<file path="src/rtl/topk_uart_tx.sv">
// Serialises each query's top-k result words as one 8N1 UART packet:
// 0xA5, words little-endian, word count, XOR checksum.
module topk_uart_tx #(
  parameter int CLK_HZ     = 100_000_000,
  parameter int BAUD       = 115200,
  parameter int DATA_WIDTH = 32
) (
  input  logic                  clk_in,
  input  logic                  rst_in,
  input  logic [DATA_WIDTH-1:0] result_in,
  input  logic                  result_valid_in,
  input  logic                  result_last_in,
  output logic                  result_ready_out,
  output logic                  tx_out,
  output logic                  busy_out,
  output logic                  frame_done_out
);

  localparam int BAUD_DIV = CLK_HZ / BAUD;
  localparam int CW       = $clog2(BAUD_DIV);
  localparam logic [CW-1:0] BAUD_LAST = CW'(BAUD_DIV - 1);

  localparam logic [2:0] F_IDLE  = 3'd0;
  localparam logic [2:0] F_SYNC  = 3'd1;
  localparam logic [2:0] F_DATA  = 3'd2;
  localparam logic [2:0] F_WAIT  = 3'd3;
  localparam logic [2:0] F_COUNT = 3'd4;
  localparam logic [2:0] F_CSUM  = 3'd5;

  logic [2:0]            state_q, state_d;
  logic [DATA_WIDTH-1:0] word_q, word_d;
  logic                  last_q, last_d;
  logic [1:0]            bidx_q, bidx_d;
  logic [7:0]            n_q, n_d;
  logic [7:0]            csum_q, csum_d;
  logic [9:0]            sh_q, sh_d;
  logic [3:0]            bit_q, bit_d;
  logic [CW-1:0]         baud_q, baud_d;
  logic                  active_q, active_d;
  logic                  done_q, done_d;

  logic       accept, bit_end, byte_end, load;
  logic [7:0] load_byte;

  function automatic logic [7:0] xor_bytes(input logic [DATA_WIDTH-1:0] w);
    return w[31:24] ^ w[23:16] ^ w[15:8] ^ w[7:0];
  endfunction

  function automatic logic [7:0] word_byte(input logic [DATA_WIDTH-1:0] w, input logic [1:0] i);
    return w[{i, 3'b000} +: 8];
  endfunction

  assign result_ready_out = rst_in && (state_q == F_IDLE || state_q == F_WAIT);
  assign accept           = result_valid_in && result_ready_out;
  assign bit_end          = active_q && (baud_q == BAUD_LAST);
  assign byte_end         = bit_end && (bit_q == 4'd9);

  assign tx_out         = sh_q[0];
  assign busy_out       = (state_q != F_IDLE);
  assign frame_done_out = done_q;

  always_comb begin
    state_d   = state_q;
    word_d    = word_q;
    last_d    = last_q;
    bidx_d    = bidx_q;
    n_d       = n_q;
    csum_d    = csum_q;
    sh_d      = sh_q;
    bit_d     = bit_q;
    baud_d    = baud_q;
    active_d  = active_q;
    done_d    = 1'b0;
    load      = 1'b0;
    load_byte = 8'hFF;

    case (state_q)
      F_IDLE: if (accept) begin
        word_d    = result_in;
        last_d    = result_last_in;
        n_d       = 8'd1;
        csum_d    = xor_bytes(result_in);
        load      = 1'b1;
        load_byte = 8'hA5;
        state_d   = F_SYNC;
      end
      F_SYNC: if (byte_end) begin
        load      = 1'b1;
        load_byte = word_byte(word_q, 2'd0);
        bidx_d    = 2'd0;
        state_d   = F_DATA;
      end
      F_DATA: if (byte_end) begin
        if (bidx_q != 2'd3) begin
          load      = 1'b1;
          load_byte = word_byte(word_q, bidx_q + 2'd1);
          bidx_d    = bidx_q + 2'd1;
        end else if (last_q) begin
          load      = 1'b1;
          load_byte = n_q;
          state_d   = F_COUNT;
        end else begin
          state_d   = F_WAIT;
        end
      end
      // Line idles high here until the next word arrives; no timeout.
      F_WAIT: if (accept) begin
        word_d    = result_in;
        last_d    = result_last_in;
        n_d       = n_q + 8'd1;
        csum_d    = csum_q ^ xor_bytes(result_in);
        load      = 1'b1;
        load_byte = word_byte(result_in, 2'd0);
        bidx_d    = 2'd0;
        state_d   = F_DATA;
      end
      F_COUNT: if (byte_end) begin
        load      = 1'b1;
        load_byte = csum_q ^ n_q;
        state_d   = F_CSUM;
      end
      // Hold F_CSUM through the done pulse so ready stays low that cycle.
      F_CSUM: begin
        if (byte_end) done_d = 1'b1;
        else if (!active_q) state_d = F_IDLE;
      end
      default: state_d = F_IDLE;
    endcase

    if (load) begin
      sh_d     = {1'b1, load_byte, 1'b0};
      bit_d    = 4'd0;
      baud_d   = '0;
      active_d = 1'b1;
    end else if (byte_end) begin
      sh_d     = 10'h3FF;
      bit_d    = 4'd0;
      baud_d   = '0;
      active_d = 1'b0;
    end else if (bit_end) begin
      sh_d     = {1'b1, sh_q[9:1]};
      bit_d    = bit_q + 4'd1;
      baud_d   = '0;
    end else if (active_q) begin
      baud_d   = baud_q + 1'b1;
    end
  end

  always_ff @(posedge clk_in or negedge rst_in) begin
    if (!rst_in) begin
      state_q  <= F_IDLE;
      bidx_q   <= 2'd0;
      n_q      <= 8'd0;
      csum_q   <= 8'd0;
      sh_q     <= 10'h3FF;
      bit_q    <= 4'd0;
      baud_q   <= '0;
      active_q <= 1'b0;
      done_q   <= 1'b0;
    end else begin
      state_q  <= state_d;
      bidx_q   <= bidx_d;
      n_q      <= n_d;
      csum_q   <= csum_d;
      sh_q     <= sh_d;
      bit_q    <= bit_d;
      baud_q   <= baud_d;
      active_q <= active_d;
      done_q   <= done_d;
    end
  end

  always_ff @(posedge clk_in) begin
    word_q <= word_d;
    last_q <= last_d;
  end

endmodule

</file>
<file path="config.mk">
export PLATFORM = sky130hd
export DESIGN_NAME = topk_uart_tx
export DESIGN_NICKNAME = d
export VERILOG_FILES = /design/src/rtl/topk_uart_tx.sv
export SDC_FILE = /design/constraint.sdc
export NUM_CORES = 1
export LEC_CHECK = 0
export BUFFER_PORTS_ARGS = -buffer_cell sky130_fd_sc_hd__buf_4
export CAP_MARGIN = 30
export CORE_ASPECT_RATIO = 0.8
export CORE_MARGIN = 1
export CORE_UTILIZATION = 54
export CTS_CLUSTER_DIAMETER = 30
export CTS_CLUSTER_SIZE = 40
export DETAILED_ROUTE_END_ITERATION = 16
export HOLD_SLACK_MARGIN = 0.02
export PLACE_DENSITY_LB_ADDON = 0.08
export SLEW_MARGIN = 20
export SYNTH_ARGS = -nofsm -noshare
export SYNTH_HDL_FRONTEND = slang
export SYNTH_SLANG_ARGS = --single-unit
</file>
<file path="constraint.sdc">
create_clock -name clk_in -period 2.9 [get_ports clk_in]
set_input_delay 0.58 -clock clk_in [delete_from_list [all_inputs] [get_ports clk_in]]
set_output_delay 0.58 -clock clk_in [all_outputs]
set_load 0.03 [all_outputs]
</file>
==> impl_metrics.tcl, run 1 <==
set metrics [dict create \
    dieHeight_um 81.4 \
    synthTopCellsByArea "edfxtp_1, dfrtp_1, dfstp_2, xor2_1, mux4_2" \
    vias_per_cell 5.94 \
    start_util 0.567 \
    fin_skew_ns 0.00755 \
    r2r-end "sh_q[7]" \
    syn_inst 394 \
    rr_startpoint "baud_q[3]" \
    layout-drive-gt1-share 0.205 \
    clock_sinks 79 \
    numPortBuffers 39 \
    crit_buf_inv 2 \
    drc 0 \
    path_common_cell "buf_4" \
    antenna_found_initial 0 \
    root_buffer "clkbuf_8" \
    fin_setup_tns_ns 0 \
    syn-num-nets 435 \
    powerDensity_nw_per_um2 766 \
    dp_cells 527 \
    clk_pin_slew_worst_paths_ns 0.08 \
    drtPass1Iterations 5 \
    pre_cts_ws_ns 0.587 \
    finalCritPeriodShare 0.884 \
    synth.distinct_cells 58 \
    vias 3225 \
    final_hold_viol_count 0 \
    cp.arrival_ns 1.98 \
    crit_family "flip-flops" \
    regArea_um2 2150 \
    hp-class "in2async" \
    rsz0062_at_grt "no" \
    yosys_most_used_dff "dfrtp_1" \
    clock_path_buffers 2 \
    max-vdd-ir-drop_uv 371 \
    relSlewSlack 0.533 \
    gr-total-overflow 0 \
    antenna_cells 0 \
    slowest_delay_ns 0.56 \
    place_hpwl_mm 6.85 \
    multi_input_area_um2 1930 \
    layout_setup_ws_ns 0.338 \
    grt_pass1_wl_mm 15.6 \
    end_kind "primary output" \
    synth_edf_count 33 \
    syn_area_um2 4250 \
    dieArea_um2 8230 \
    maxCapViolations 0 \
    io_pins 40 \
    status "finished, final reports clean" \
    worst-setup-path-type "reg2out" \
    place_congestion 0.810 \
    yosysTopAreaCell "edfxtp_1" \
    max_freq_mhz 390 \
    crit_chain "buf_4 -> or3_1 -> a21boi_0 -> buf_4" \
    drtIter0Drc 258 \
    core_region_area_um2 7500 \
    slew_violations 0 \
    worst_setup_path_endpoint "result_ready_out" \
    path_depth 4 \
    wirelength_mm 9.71 \
    post_synth.cell_area_avg_um2 10.8 \
    cts_tree "yes" \
    setup_viol 0 \
    grt_max_degree 49 \
    numCtsBuffers 9 \
    async_flop_share 0.582 \
    seq_area_frac_synth 0.507 \
    track_usage 0.256 \
    cts-resized-gates 0 \
    rows 28 \
    power_leakage_nw 1.93 \
    clock_latency_ns 0.34 \
    ant_nets 0 \
    syn2layout_area_growth_pct 13.7 \
    routedWlPerCell_um 17.9 \
    crit_start "state_q[1]" \
    min_period_ns 2.56 \
    rrSetupSlack_ns 0.52 \
    cts_hold_buf 0 \
    instances_no_fill 543 \
    cpMaxStageDelayCell "dfrtp_1" \
    required_ns 2.32 \
    ys_warn_count 0 \
    synth_seq_cells 79 \
    tightest_slew_ns 0.699 \
    synth_top_area_share 0.233 \
    timing.hold.ws_ns 0.355 \
    cp_max_fo 14 \
    cts_max_level 3 \
    crit_path_start_kind "flip-flop" \
    n_fill_cell 620 \
    nNetsFinal 474 \
    reg2reg_depth 5 \
    fp.dieW_um 101 \
    cts_setup_buffers 0 \
    grt_pass1_vias 2974 \
]
-- power breakdown --
part	internal (mW)	total [mW]	switching (mW)
sequential	1.43	1.67	0.245
clock	0.331	0.728	0.397
combinational	0.599	1.30	0.706
total	2.36	3.70	1.35
-- kinds of logic after synthesis --
family / Yosys count / synth area share
AOI/OAI and AO/OA: 101 / 0.164
xor gates and xnor gates: 42 / 0.0865
adders and majority gates: 5 / 0.0147
buffers and inverters: 38 / 0.0386
DFF: 79 / 0.507
muxes: 9 / 0.0447
and+or+nand+nor: 120 / 0.145
-- area by class of cell --
cell class | instances | area share
multi-input cells | 277 | 0.400
clock inverters | 5 | 0.00699
flip-flops and latches | 79 | 0.446
inverters | 15 | 0.0117
well taps | 105 | 0.0272
clock buffers | 11 | 0.0293
repair buffers | 51 | 0.0792
-- Yosys cell counts, drive strengths merged, types with 6 or more instances --
cell    instances
dfrtp          37
a22oi           8
a221o           9
inv            15
a21oi          15
a31oi           9
xnor2          17
o21ai          24
nand2          32
buf            10
nand3          15
o221ai          7
nor2           24
o22a            6
xor2           25
dfstp           9
mux4            8
clkbuf         13
nor3           18
edfxtp         33
nand2b          7
o22ai           8
-- worst min path at each step --
stage                       start        endpoint  slack (ns)
after floorplan            rst_in        active_q        0.28
after global placement    sh_q[8]         sh_q[8]        0.50
after detailed placement  sh_q[2]         sh_q[1]        0.52
after CTS                  rst_in      state_q[1]        0.37
after global routing       rst_in  frame_done_out        0.39
final                      rst_in       csum_q[0]        0.36
-- stage by stage --
stage	power [mW]	util	cell area, um2
after global placement	2.95	0.621	4660
after floorplan	2.58	-	4250
final	3.70	0.645	4830
after global routing	3.92	0.645	4830
after detailed placement	3.00	0.621	4660
after CTS	3.73	0.645	4830
-- layer usage --
metal,GRT usage,part of all wire,up-vias
li1,-,-,1532
met1,0.379,0.49,1566
met2,0.378,0.44,118
met3,0.0542,0.064,9
met4,0.0725,0.0078,0
met5,0,0,-
-- placed cells by master (no fill, tap or decap), types with 7 or more instances in the layout --
| cell type | count |
|---|---|
| a31oi_1 | 9 |
| edfxtp_1 | 33 |
| nand2b_1 | 7 |
| o21ai_0 | 18 |
| buf_4 | 51 |
| clkbuf_8 | 10 |
| nor2_1 | 24 |
| nor3_1 | 17 |
| o221ai_1 | 7 |
| a221o_1 | 9 |
| mux4_2 | 8 |
| nand2_1 | 32 |
| dfstp_2 | 9 |
| nand3_1 | 14 |
| inv_1 | 14 |
| a22oi_1 | 8 |
| o22ai_1 | 8 |
| dfrtp_1 | 37 |
| xnor2_1 | 17 |
| xor2_1 | 25 |
| a21oi_1 | 15 |
-- sequential cells by signal (all words and copies together) (netlist names) --
signal,cells
state_q,3
word_q,32
last_q,1
bidx_q,2
baud_q,10
bit_q,4
sh_q,9
csum_q,8
n_q,8
active_q,1
frame_done_out,1
Power figures use the tool's default switching activity.
==> run 2, diff against run 1 <==
- CORE_ASPECT_RATIO: 0.8 -> 0.5
==> run 2 against run 1 <==
Compared with the run above:
- non-clock buffer count down 3
- wire length down 0.50%
- via count up 1.3%
- total power up 9.4%
- die area up 0.24%
- critical path type is now reg2reg
- largest cell class unchanged
- highest routed layer unchanged
==> impl_metrics.tcl, run 2 (synthesis gave the netlist of run 1 again) <==
set metrics [dict create \
    drtIter0Drc 286 \
    drc 0 \
    dieArea_um2 8250 \
    reg2reg_depth 5 \
    cp.arrival_ns 2.81 \
    gr-total-overflow 0 \
    place_congestion 0.856 \
    cts_setup_buffers 0 \
    end_kind "flip-flop" \
    final_hold_viol_count 0 \
    wirelength_mm 9.66 \
    clock_latency_ns 0.33 \
    vias_per_cell 6.03 \
    core_region_area_um2 7460 \
    fin_skew_ns 0.00733 \
    worst-setup-path-type "reg2reg" \
    vias 3267 \
    layout-drive-gt1-share 0.196 \
    numCtsBuffers 9 \
    rsz0062_at_grt "no" \
    cts_tree "yes" \
    multi_input_area_um2 1930 \
    grt_max_degree 48 \
    place_hpwl_mm 6.67 \
    regArea_um2 2150 \
    track_usage 0.257 \
    tightest_slew_ns 0.673 \
    routedWlPerCell_um 17.8 \
    crit_path_start_kind "flip-flop" \
    finalCritPeriodShare 0.885 \
    status "finished, final reports clean" \
    dieHeight_um 64.7 \
    cts_hold_buf 0 \
    final_cell_mix "buf_4, dfrtp_1, edfxtp_1" \
    drtPass1Iterations 5 \
    maxCapViolations 0 \
    clock_sinks 79 \
    rrSetupSlack_ns 0.33 \
    top_regs "word_q: 32 flops, baud_q: 10 flops, sh_q: 9 flops" \
    numPortBuffers 39 \
    required_ns 3.14 \
    min_period_ns 2.57 \
    fin_setup_tns_ns 0 \
    io_pins 40 \
    rows 22 \
    syn2layout_area_growth_pct 15.7 \
    powerDensity_nw_per_um2 824 \
    ant_nets 0 \
    cts-resized-gates 0 \
    final_common_cell "buf_4" \
    largest_reg_flops 32 \
    fp.dieW_um 127 \
    max-vdd-ir-drop_uv 384 \
    relSlewSlack 0.548 \
    clock_path_buffers 2 \
    cp_max_fo 11 \
    antenna_found_initial 0 \
    grt_pass1_vias 3144 \
    cts_max_level 3 \
    nNetsFinal 471 \
    fin_util 0.659 \
    slew_violations 0 \
    power_leakage_nw 1.98 \
    r2r-end "sh_q[7]" \
    setup_viol 0 \
    n_fill_cell 560 \
    antenna_cells 0 \
    max_freq_mhz 390 \
    top_register "word_q" \
    rr_startpoint "baud_q[3]" \
    start_util 0.570 \
    root_buffer "clkbuf_16" \
    hp-class "in2async" \
    clk_pin_slew_worst_paths_ns 0.06 \
    grt_pass1_wl_mm 15.9 \
]
==> run 2: changes by cell type in the layout (fill, tap and decap cells not counted), sizes merged <==
cell      change
buf           -3
clkinv        +2
clkinvlp      -3
clkbuf        -1
bufinv        +1
==> run 2: how the worst max path moves through the flow <==
stage	from	end	slack (ns)	cells past startpoint
final	baud_q[3]	sh_q[7]	0.33	5
after global placement	baud_q[3]	sh_q[7]	0.45	5
after floorplan	state_q[0]	result_ready_out	0.43	3
after CTS	baud_q[3]	sh_q[7]	0.38	5
after detailed placement	baud_q[3]	sh_q[7]	0.41	5
after global routing	baud_q[3]	sh_q[5]	0.22	5
==> run 2: metrics by stage <==
step	total power, mW	cells	setup WS [ns]	cell area (um2)	hold WS, ns
finish	4.05	542	0.335	4920	0.349
global route	4.25	542	0.217	4920	0.408
CTS	4.04	542	0.385	4920	0.385
detailed placement	2.95	527	0.415	4640	0.498
global placement	2.90	527	0.449	4640	0.506
floorplan	2.58	394	0.429	4250	0.284
==> run 2: area by class of cell <==
type	count	area share
multi-input cells	277	0.393
repair buffers	48	0.0733
well taps	108	0.0275
inverters	15	0.0115
clock buffers	10	0.0466
clock inverters	5	0.0102
flip-flops and latches	79	0.438
==> run 2: worst max-delay path, stage by stage (launching register included) <==
cell,delay [ns]
dfrtp_1,0.42
or4b_4,0.59
nor4_4,0.64
o311ai_1,0.35
nand2_1,0.33
a32oi_1,0.14
==> run 2: per-layer routing <==
| layer | share of wire | up-vias | GRT usage |
|---|---|---|---|
| met1 | 0.48 | 1592 | 0.367 |
| li1 | - | 1532 | - |
| met4 | 0.0094 | 0 | 0.0714 |
| met2 | 0.45 | 133 | 0.398 |
| met5 | 0 | - | 0 |
| met3 | 0.062 | 10 | 0.0562 |
==> run 2: power breakdown <==
part           switching (mW)  internal, mW  total (mW)  leakage (nW)
combinational           0.692         0.592        1.28         0.971
clock                   0.432         0.654        1.09         0.133
sequential              0.254          1.43        1.68         0.874
